==> src/rtl/sig_stream_ctrl.sv <==
// Stream controller for the stall-gated SIG_XY / CONV_GAUSS datapath: maps valid/ready handshakes
// onto one global stall, tracks frame position and flushes the pipeline at end of frame.
module sig_stream_ctrl #(
  parameter int PIXELS_PER_BEAT = 16,
  parameter int IMAGE_DIM       = 512,
  parameter int PIPE_LATENCY    = 67,
  localparam int BPL = IMAGE_DIM / PIXELS_PER_BEAT,
  localparam int BW  = (BPL > 1) ? $clog2(BPL) : 1,
  localparam int LW  = $clog2(IMAGE_DIM)
) (
  input  logic          clk,
  input  logic          areset,
  input  logic          enable,
  input  logic          s_valid,
  input  logic          s_last,
  output logic          s_ready,
  output logic          m_valid,
  input  logic          m_ready,
  output logic          m_last,
  output logic          stall,
  output logic [BW-1:0] beat_idx,
  output logic [LW-1:0] line_idx,
  output logic          busy,
  output logic          frame_done,
  output logic          frame_err
);

  localparam int FRAME_BEATS = IMAGE_DIM * BPL;
  localparam int OW          = $clog2(FRAME_BEATS);
  localparam logic [BW-1:0] BEAT_MAX = BW'(BPL - 1);
  localparam logic [LW-1:0] LINE_MAX = LW'(IMAGE_DIM - 1);
  localparam logic [OW-1:0] OUT_MAX  = OW'(FRAME_BEATS - 1);

  typedef enum logic [1:0] {
    ST_IDLE  = 2'd0,
    ST_RUN   = 2'd1,
    ST_FLUSH = 2'd2
  } state_t;

  state_t                  state_r;
  state_t                  state_nxt_s;
  logic [PIPE_LATENCY-1:0] vld_sr_r;
  logic [BW-1:0]           beat_r;
  logic [LW-1:0]           line_r;
  logic [OW-1:0]           out_cnt_r;
  logic                    frame_done_r;
  logic                    frame_err_r;

  logic blocked_s;
  logic advance_s;
  logic s_ready_s;
  logic accept_s;
  logic out_hs_s;
  logic in_last_s;
  logic out_last_s;
  logic frame_end_s;

  assign m_valid     = vld_sr_r[PIPE_LATENCY-1];
  assign blocked_s   = m_valid & ~m_ready;
  assign out_hs_s    = m_valid & m_ready;
  assign in_last_s   = (beat_r == BEAT_MAX) && (line_r == LINE_MAX);
  assign out_last_s  = (out_cnt_r == OUT_MAX);
  assign frame_end_s = (state_r == ST_FLUSH) & out_hs_s & out_last_s;
  assign accept_s    = s_valid & s_ready_s;

  // Next-state, input handshake and pipeline advance decode
  always_comb begin
    state_nxt_s = state_r;
    s_ready_s   = 1'b0;
    advance_s   = 1'b0;
    case (state_r)
      ST_IDLE: begin
        if (enable) state_nxt_s = ST_RUN;
        else        state_nxt_s = ST_IDLE;
      end
      ST_RUN: begin
        s_ready_s = ~blocked_s;
        advance_s = s_valid & ~blocked_s;
        if (advance_s && in_last_s) state_nxt_s = ST_FLUSH;
        else                        state_nxt_s = ST_RUN;
      end
      ST_FLUSH: begin
        advance_s = ~blocked_s;
        if (out_hs_s && out_last_s) state_nxt_s = ST_IDLE;
        else                        state_nxt_s = ST_FLUSH;
      end
      default: state_nxt_s = ST_IDLE;
    endcase
  end

  assign s_ready    = s_ready_s;
  assign stall      = ~advance_s;
  assign m_last     = m_valid & out_last_s;
  assign busy       = (state_r != ST_IDLE);
  assign beat_idx   = beat_r;
  assign line_idx   = line_r;
  assign frame_done = frame_done_r;
  assign frame_err  = frame_err_r;

  // State register
  always_ff @(posedge clk or posedge areset) begin
    if (areset) state_r <= ST_IDLE;
    else        state_r <= state_nxt_s;
  end

  // Per-slot valid bits; a consumed output slot is cleared so it is never re-presented
  always_ff @(posedge clk or posedge areset) begin
    if (areset)                  vld_sr_r <= '0;
    else if (advance_s)          vld_sr_r <= {vld_sr_r[PIPE_LATENCY-2:0], (state_r == ST_RUN)};
    else if (out_hs_s)           vld_sr_r[PIPE_LATENCY-1] <= 1'b0;
    else                         vld_sr_r <= vld_sr_r;
  end

  // Column/row position of the next input beat
  always_ff @(posedge clk or posedge areset) begin
    if (areset) begin
      beat_r <= '0;
      line_r <= '0;
    end else if (frame_end_s) begin
      beat_r <= '0;
      line_r <= '0;
    end else if (accept_s) begin
      if (beat_r == BEAT_MAX) begin
        beat_r <= '0;
        line_r <= (line_r == LINE_MAX) ? '0 : line_r + 1'b1;
      end else begin
        beat_r <= beat_r + 1'b1;
        line_r <= line_r;
      end
    end else begin
      beat_r <= beat_r;
      line_r <= line_r;
    end
  end

  // Output beat counter
  always_ff @(posedge clk or posedge areset) begin
    if (areset)           out_cnt_r <= '0;
    else if (frame_end_s) out_cnt_r <= '0;
    else if (out_hs_s)    out_cnt_r <= out_cnt_r + 1'b1;
    else                  out_cnt_r <= out_cnt_r;
  end

  // Status pulses, registered one cycle after the event
  always_ff @(posedge clk or posedge areset) begin
    if (areset) begin
      frame_done_r <= 1'b0;
      frame_err_r  <= 1'b0;
    end else begin
      frame_done_r <= frame_end_s;
      frame_err_r  <= accept_s & (s_last ^ in_last_s);
    end
  end

endmodule

==> config.mk <==
export PLATFORM = sky130hd
export DESIGN_NAME = sig_stream_ctrl
export DESIGN_NICKNAME = d
export VERILOG_FILES = /design/src/rtl/sig_stream_ctrl.sv
export SDC_FILE = /design/constraint.sdc
export NUM_CORES = 1
export LEC_CHECK = 0
export ABC_AREA = 1
export CORE_ASPECT_RATIO = 1.5
export CORE_MARGIN = 2
export CORE_UTILIZATION = 60
export CTS_BUF_LIST = sky130_fd_sc_hd__clkbuf_2
export DETAILED_ROUTE_END_ITERATION = 10
export PLACE_DENSITY_LB_ADDON = 0.12
export SLEW_MARGIN = 20
export SYNTH_ARGS = -nofsm -noshare
export SYNTH_HDL_FRONTEND = slang
export SYNTH_SLANG_ARGS = --single-unit
==> constraint.sdc <==
create_clock -name clk -period 10.2 [get_ports clk]
set_input_delay 2.04 -clock clk [delete_from_list [all_inputs] [get_ports clk]]
set_output_delay 2.04 -clock clk [all_outputs]
set_load 0.05 [all_outputs]
## Word level (Yosys, flattened, before mapping)

Cells that the tools add are included.
Widths: inputs -> output; s select.

| word-level totals | value |
|---|---|
| output and inout port bits | 21 |
| logic and storage cells | 55 |
| register bits | 99 |
| bits of input ports | 6 |

| cells by class | value |
|---|---|
| bitwise logic cells | 12 |
| multiplexer cells | 17 |
| $add $sub $neg | 3 |
| eq/ne operators | 5 |
| reductions and logical operators | 10 |

Operators with widths:

| operator | count |
|---|---|
| $mux 67 | 1 |
| $mux 9 | 4 |
| $mux 14 | 2 |
| $mux 5 | 3 |
| $add 14x1->14 const B | 1 |
| $eq 14x14->1 const B | 1 |
| $reduce_bool 2->1 | 5 |
| $add 9x1->9 const B | 1 |
| $eq 9x9->1 const B | 1 |
| $and 1x1->1 | 8 |
| $pmux 2 s3 | 1 |
| $add 5x1->5 const B | 1 |
| $eq 5x5->1 const B | 1 |
| $mux 2 | 2 |
| $logic_and 1x1->1 | 3 |
| $mux 1 | 3 |
| $not 1->1 | 3 |
| $eq 2x1->1 const B | 1 |
| $eq 2x2->1 const B | 1 |
| $logic_not 2->1 | 1 |
| $pmux 1 s2 | 1 |
| $reduce_and 2->1 | 1 |
| $xor 1x1->1 | 1 |

## Depth between registers and ports, before layout

Gate-level depths: netlist of run 1.

| depth | value |
|---|---|
| depth after elaboration | 7 |
| mapped depth | 12 |
| depth with buffers taken out | 11 |

## Least setup slack after synthesis of run 1

OpenSTA, ideal clock, no wires.

| timing path | value |
|---|---|
| kind | in2out |
| start point | input m_ready |
| end point | output stall |
| stages on the path | 6 |
| buffers on the path | 1 |
| arrival time | 2929 ps |
| path slack | 5231 ps |
| cell sequence | nor2_4 nor2_4 nand2_4 o21ai_2 nand2_2 buf_2 |

| on the way | value |
|---|---|
| longest elaborated chain between the ends | 6 |

Ends and longest elaborated chain:

| what | line | text |
|---|---|---|
| start, declared | 18 | `input logic m_ready,` |
| $not 1->1 * | 59 | `assign blocked_s = m_valid & ~m_ready;` |
| $and 1x1->1 * | 59 |  |
| $not 1->1 * | 78, 83 |  |
| $and 1x1->1 | 78 | `advance_s = s_valid & ~blocked_s;` |
| $pmux 1 s2 * | 71 | `case (state_r)` |
| $not 1->1 * | 92 | `assign stall = ~advance_s;` |
| end, declared | 20 | `output logic stall,` |

Every way passes the cells marked *; elsewhere a longest branch is shown, timed or not.

## Worst setup path in the final report of run 1

Ends and elaborated chain as after synthesis.

==> qor.csv, run 1 <==
stage,metric,value,unit
synthesis,async_flop_share,1.00,
detailed_routing,dr.pass1.iters,4,
cells_and_area,drive_gt1_frac,0.0512,
floorplanning,design.core.area,0.00751,mm2
synthesis,synth.area.top_cells,"dfrtp_1 54%, nand2_1 16%, nand3_1 9.9%, nor2_1 3.2%, inv_1 2.9%",
timing,final.setup.tns,0,ns
synthesis,synth_area_leader_cell,dfrtp_1,
detailed_routing,dr.first_iter.drc_count,193,
critical_path,cp-end-kind,output pin,
timing,min_period,6.99,ns
timing,max_freq,143,MHz
power_and_ir_drop,cellPowerDensity,157,mW/mm2
clock_network,ctsResizeCount,0,
detailed_routing,vias,3493,
synthesis,ys_ff_latch,99,
synthesis,syn_inst,548,
critical_path,reg2reg_from,state_r[1],
global_routing,grt_usage,0.214,
synthesis,synth_warnings,0,
place,dp_hpwl,5370,um
place,globalplace.congestion,0.801,
global_routing,grt_start_max_net_pins,73,
run_status,outcome,finished clean,
cells_and_area,seq_area,0.00248,mm2
synthesis,seq_area_frac_synth,0.542,
clock_network,clkTransAtPathRegs,0.22,ns
detailed_routing,vias_per_cell,5.22,
critical_path,worst_path_max_delay_cell,clkdlybuf4s50_1,
cells_and_area,num-fill-cells,667,
hold_path,worstHoldStart,vld_sr_r[40],
clock_network,cts_buffers,9,
critical_path,cp-startpoint,m_ready,
critical_path,arrival,4.95,ns
critical_path,worstPathMaxFanout,68,
timing,slew_violations,0,
synthesis,synth_ff_type,dfrtp_1,
power_and_ir_drop,p_leak,2.68,nW
clock_network,hold_buffers,0,
floorplanning,dieArea,0.00835,mm2
critical_path,critPathMaxStageDelay,0.92,ns
floorplanning,die_w,75.3,um
timing,period_share,0.685,
place,placed_cells,653,
detailed_routing,routed_wl,8160,um
global_routing,overflow,0,
timing,rsz0062_at_grt,false,
synthesis,synthTopCellsByCount,"199 x nand2_1, 99 x dfrtp_1, 90 x nand3_1, 39 x nor2_1, 35 x inv_1",
timing,setup_violations,0,
clock_network,tritoncts,built,
synthesis,synth_top_area_frac,0.542,
clock_network,clkLatencyLatePin,0.54,ns
critical_path,critPathRequiredTime,8.16,ns
synthesis,synth_fp_nets,563,
cells_and_area,syn_to_final_growth,7.50,%
clock_network,cts_buffer_depth,2,
critical_path,crit_chain,"clkdlybuf4s50_1, nor2_4, nor2_4, nand2_4, o21ai_4, buf_4, nand2_2, buf_4, clkdlybuf4s50_1",
critical_path,cp-start-kind,input pin,
timing,max_slew.worst_pin.slew,0.861,ns
hold_path,hold_path.class,register to register,
global_routing,grt_pass1_wl,14100,um
timing,hold-worst-slack,0.501,ns
place,port-buffer-count,26,
floorplanning,start_util,0.608,
clock_network,cts_max_level,3,
floorplanning,io_pins,27,
critical_path,worstSetupPathType,input pin to output pin,
clock_network,post_cts_buffers,0,
timing,finalHoldViolCount,0,
synthesis,synth_cell_type_count,27,
timing,skew,0.0215,ns
cells_and_area,postLayoutCoreUtil,0.654,
floorplanning,fp-row-count,39,
synthesis,synth_area,0.00457,mm2
detailed_routing,ant_nets,0,
detailed_routing,wl_per_cell,12.2,um
power_and_ir_drop,worst_ir_drop_vdd,0.000110,V
cells_and_area,nets,577,
critical_path,critPathTopFamily,buffers and inverters,
detailed_routing,drcViolationCount,0,
cells_and_area,multi_input_area,0.00179,mm2
global_routing,first_global_vias,3280,
clock_network,cts_sinks,99,
synthesis,syn_avg_cell_area,8.34,um2
global_routing,antenna_found_initial,1,
critical_path,timing.critical_path.buf_inv,4,
timing,relSlewSlack,0.426,
floorplanning,die_h,111,um
cells_and_area,instances_no_fill,669,
synthesis,synth_most_common_cell,nand2_1,
clock_network,root_buffer,clkbuf_2,
synthesis,synth_edf_count,0,
run,maxCapViolations,0,
final timing paths:
check	endpoint	slack (ns)	cells after the start
min in group asynchronous	state_r[0]	1.78	2
worst min-delay path	vld_sr_r[40]	0.50	2
worst min register to register	vld_sr_r[40]	0.50	2
worst max register to register	vld_sr_r[0]	7.77	11
max in group asynchronous	vld_sr_r[5]	7.24	3
worst max-delay path	stall	3.21	9
worst register-to-register path: stages, from the launching register on:
cell and delay (ns):
dfrtp_1 0.45, inv_1 0.09, ha_1 0.16, inv_1 0.08, nor2_4 0.14, nand2_4 0.14, o21ai_4 0.09, buf_4 0.52
nand2_2 0.09, buf_4 0.35, nand2_1 0.13, o21ai_0 0.09
placed cells by master (no fill, tap or decap), types with 7 or more instances in the layout:
cell and instances:
dfrtp_1 99, nand4_1 8, nand2_1 199, nand3_1 90, ha_1 8, clkdlybuf4s50_1 26
nor2_1 39, xor2_1 7, clkbuf_2 11, inv_1 34, o211ai_1 9
per-layer routing:
metal  vias to the layer above  track usage  wire length (um)  share of wire
met5                         -            0                 0              0
met4                         0       0.0819               145          0.018
met1                      1666        0.269              3610           0.44
met2                        50        0.354              4190           0.51
li1                       1768            -                 -              -
met3                         9       0.0445               217          0.027
where the power goes:
part	switching, mW	total (mW)	internal, mW
Sequential	0.0298	0.465	0.435
Combinational	0.104	0.156	0.0516
Clock	0.119	0.150	0.0310
Total	0.253	0.770	0.518
kinds of logic (layout without fill, tap and decap cells):
logic type	after synthesis	after routing	synth area share
buf+inv	66	84	0.0679
other cells	0	1	0
compound gates	22	22	0.0304
xor+xnor	9	9	0.0172
fa+ha+maj	9	9	0.0246
simple gates	343	343	0.318
flops	99	99	0.542
metrics by stage:
step | setup slack, ns | area (um2) | power [mW]
after floorplan | 5.23 | 4570 | 0.588
after global placement | 3.22 | 4840 | 0.626
after detailed placement | 3.19 | 4840 | 0.631
after CTS | 3.18 | 4910 | 0.782
after global routing | 3.01 | 4910 | 0.818
final | 3.21 | 4910 | 0.770
registers in the layout, indices dropped and copies added (netlist names):
signal	cells
line_idx	9
frame_done	1
frame_err	1
vld_sr_r	67
out_cnt_r	14
beat_idx	5
state_r	2
final cells by class:
cell class | instances | area share
antenna | 1 | 0.000509
multi-input combinational | 383 | 0.365
tap | 102 | 0.0260
timing repair buffer | 30 | 0.0591
clock inverter | 4 | 0.00382
inverter | 39 | 0.0303
clock buffer | 11 | 0.0112
sequential | 99 | 0.504
No activity file was read; power rests on OpenSTA's default activity.
==> inputs of run 2 (changes only) <==
--- a/config.mk
+++ b/config.mk
@@ -8,7 +8,7 @@
 export ABC_AREA = 1
 export CORE_ASPECT_RATIO = 1.5
 export CORE_MARGIN = 2
-export CORE_UTILIZATION = 60
+export CORE_UTILIZATION = 56
 export CTS_BUF_LIST = sky130_fd_sc_hd__clkbuf_2
 export DETAILED_ROUTE_END_ITERATION = 10
 export PLACE_DENSITY_LB_ADDON = 0.12
==> constraint.sdc (replaced) <==
create_clock -name clk -period 6.1 [get_ports clk]
set_input_delay 1.22 -clock clk [delete_from_list [all_inputs] [get_ports clk]]
set_output_delay 1.22 -clock clk [all_outputs]
set_load 0.05 [all_outputs]
==> run 2 against run 1 <==
Register-to-register slack got worse by 3.9 ns. Count of clock-buffer cells in the layout fell by 1. Setup slack got worse by 1.4 ns. Via count grew 0.72%. Worst hold slack better by 0.0044 ns. Sequential power up 68%. Clock power up 100%. Critical path depth is 2 lower. Clock skew hardly changed.
==> qor.csv, run 2 (synthesis results as in run 1) <==
stage,metric,value,unit,change
critical_path,rrSetupSlack,3.84,ns,was 7.77 ns
cells_and_area,final_area,0.00495,mm2,was 0.00491 mm2
clock_network,post_cts_buffers,0,,unchanged
power_and_ir_drop,power_frac_clock,0.226,,was 0.194
power_and_ir_drop,cellPowerDensity,273,mW/mm2,was 157 mW/mm2
power_and_ir_drop,p_leak,2.68,nW,about the same
timing,max_slew.worst_pin.slew,0.665,ns,was 0.861 ns
global_routing,first_global_vias,3380,,"was 3,280"
place,placed_cells,655,,was 653
clock_network,clkTransAtPathRegs,0.24,ns,was 0.22 ns
timing,skew,0.0216,ns,was 0.0215 ns
timing,hold-worst-slack,0.506,ns,was 0.501 ns
place,placed_cell_area,0.00483,mm2,was 0.00484 mm2
floorplanning,dieArea,0.00892,mm2,was 0.00835 mm2
detailed_routing,routed_wl,8520,um,was 8160 um
critical_path,worstSetupPathType,input pin to output pin,,unchanged
cells_and_area,nets,576,,was 577
detailed_routing,dr.first_iter.drc_count,189,,was 193
clock_network,ctsResizeCount,0,,unchanged
global_routing,grt_pass1_wl,15000,um,"was 14,100 um"
place,dp_hpwl,5420,um,was 5370 um
cells_and_area,num-fill-cells,729,,was 667
critical_path,critPathTopFamily,buffers and inverters,,unchanged
critical_path,worst_path_max_delay_cell,clkdlybuf4s50_1,,unchanged
cells_and_area,diodes,0,,was 1
clock_network,tritoncts,built,,unchanged
clock_network,cts_buffer_depth,2,,unchanged
detailed_routing,ant_nets,0,,unchanged
power_and_ir_drop,p_sw_frac,0.327,,was 0.328
timing,relSlewSlack,0.555,,was 0.426
timing,period_share,0.711,,
power_and_ir_drop,power_frac_seq,0.578,,was 0.603
global_routing,antenna_found_initial,0,,was 1
timing,finalHoldViolCount,0,,unchanged
clock_network,cts_max_level,3,,unchanged
floorplanning,start_util,0.574,,was 0.608
clock_network,hold_buffers,0,,unchanged
timing,rsz0062_at_grt,false,,unchanged
floorplanning,die_h,115,um,was 111 um
place,globalplace.congestion,0.827,,was 0.801
cells_and_area,multi_input_area,0.00180,mm2,was 0.00179 mm2
floorplanning,io_pins,27,,unchanged
detailed_routing,drcViolationCount,0,,unchanged
critical_path,cp-start-kind,input pin,,unchanged
critical_path,critPathMaxStageDelay,0.81,ns,was 0.92 ns
cells_and_area,postLayoutCoreUtil,0.622,,was 0.654
hold_path,hold_path.class,register to register,,unchanged
detailed_routing,vias,3518,,"was 3,493"
run_status,outcome,finished clean,,unchanged
critical_path,crit_chain,"clkdlybuf4s50_1, nor2_4, nor2_4, nand2_4, o21ai_4, nand2_2, clkdlybuf4s50_1",,"was clkdlybuf4s50_1, nor2_4, nor2_4, nand2_4, o21ai_4, buf_4, nand2_2, buf_4, clkdlybuf4s50_1"
cells_and_area,drive_gt1_frac,0.0495,,was 0.0512
cells_and_area,syn_to_final_growth,8.29,%,was 7.50%
clock_network,root_buffer,clkbuf_2,,unchanged
global_routing,overflow,0,,unchanged
critical_path,critPathRequiredTime,4.88,ns,was 8.16 ns
detailed_routing,top_layer_used,met4,,unchanged
detailed_routing,vias_per_cell,5.24,,was 5.22
cells_and_area,largest_reg_flops,67,,unchanged
cells_and_area,final_common_cell,nand2_1,,unchanged
clock_network,clkLatencyLatePin,0.56,ns,was 0.54 ns
detailed_routing,wl_met1,3880,um,was 3610 um
floorplanning,design.core.area,0.00796,mm2,was 0.00751 mm2
critical_path,cp-end-kind,output pin,,unchanged
timing,setup_violations,0,,unchanged
timing,final.setup.tns,0,ns,unchanged
power_and_ir_drop,p_comb_frac,0.196,,was 0.203
cells_and_area,final_cell_mix,"199 x nand2_1, 99 x dfrtp_1, 90 x nand3_1",,unchanged
floorplanning,fp-row-count,40,,was 39
floorplanning,die_w,77.8,um,was 75.3 um
global_routing,grt_usage,0.209,,was 0.214
run,maxCapViolations,0,,unchanged
critical_path,timing.critical_path.buf_inv,2,,was 4
clock_network,cts_sinks,99,,unchanged
power_and_ir_drop,internal-power,0.908,mW,was 0.518 mW
cells_and_area,instances_no_fill,671,,was 669
global_routing,grt_start_max_net_pins,68,,was 73
clock_network,cts_buffers,9,,unchanged
detailed_routing,wl_met2,4220,um,was 4190 um
place,port-buffer-count,26,,unchanged
power_and_ir_drop,worst_ir_drop_vdd,0.000187,V,was 0.000110 V
timing,slew_violations,0,,unchanged
cells_and_area,largest-register,vld_sr_r,,unchanged
detailed_routing,wl_met3,238,um,was 217 um
detailed_routing,wl_per_cell,12.7,um,was 12.2 um
critical_path,arrival,3.12,ns,was 4.95 ns
timing,max_freq,231,MHz,
power_and_ir_drop,switchingPower,0.442,mW,was 0.253 mW
detailed_routing,dr.pass1.iters,5,,was 4
cells_and_area,seq_area,0.00248,mm2,unchanged
critical_path,worstPathMaxFanout,18,,was 68
timing,min_period,4.34,ns,
## run 2: through the flow
| step | setup WS (ns) | total power [mW] |
|---|---|---|
| floorplan | 2.29 | 0.983 |
| global placement | 1.75 | 1.05 |
| detailed placement | 1.76 | 1.06 |
| CTS | 1.72 | 1.37 |
| global route | 1.69 | 1.43 |
| finish | 1.76 | 1.35 |
## run 2: power by group through the flow
| stage | combinational [mW] | clock [mW] | sequential [mW] |
|---|---|---|---|
| 2_1_floorplan | 0.149 | 0 | 0.834 |
| 4_1_cts | 0.267 | 0.320 | 0.780 |
| 6_report | 0.265 | 0.305 | 0.780 |
| 3_5_place_dp | 0.267 | 0 | 0.791 |
| 5_1_grt | 0.296 | 0.341 | 0.789 |
| 3_3_place_gp | 0.262 | 0 | 0.787 |
## run 2: path summary, 6_finish.rpt
path / from / to / depth (start not counted)
max: m_ready / stall / 7
min: vld_sr_r[40] / vld_sr_r[40] / 2
max reg2reg: beat_idx[0] / line_idx[6] / 8
min reg2reg: vld_sr_r[40] / vld_sr_r[40] / 2
max in group asynchronous: areset / vld_sr_r[4] / 3
min in group asynchronous: areset / vld_sr_r[46] / 2
## run 2: final cells by class
class                      instances  area share
inverter                          39      0.0301
sequential                        99       0.501
multi-input combinational        383       0.364
clock buffer                      10      0.0101
timing repair buffer              29      0.0571
tap                              105      0.0265
clock inverter                     6      0.0114
## run 2: routing by layer
layer | up-vias | global-route usage
met5 | - | 0
met4 | 0 | 0.0857
met3 | 13 | 0.0426
met2 | 56 | 0.355
met1 | 1678 | 0.261
li1 | 1771 | -
## run 2: worst register-to-register path, cell delays in order, from the launching register on
cell	delay, ns
dfrtp_1	0.49
ha_1	0.20
nand2_1	0.07
nor2_1	0.11
ha_1	0.42
clkinv_1	0.37
o21ai_0	0.40
nand2_1	0.11
nand2_1	0.06
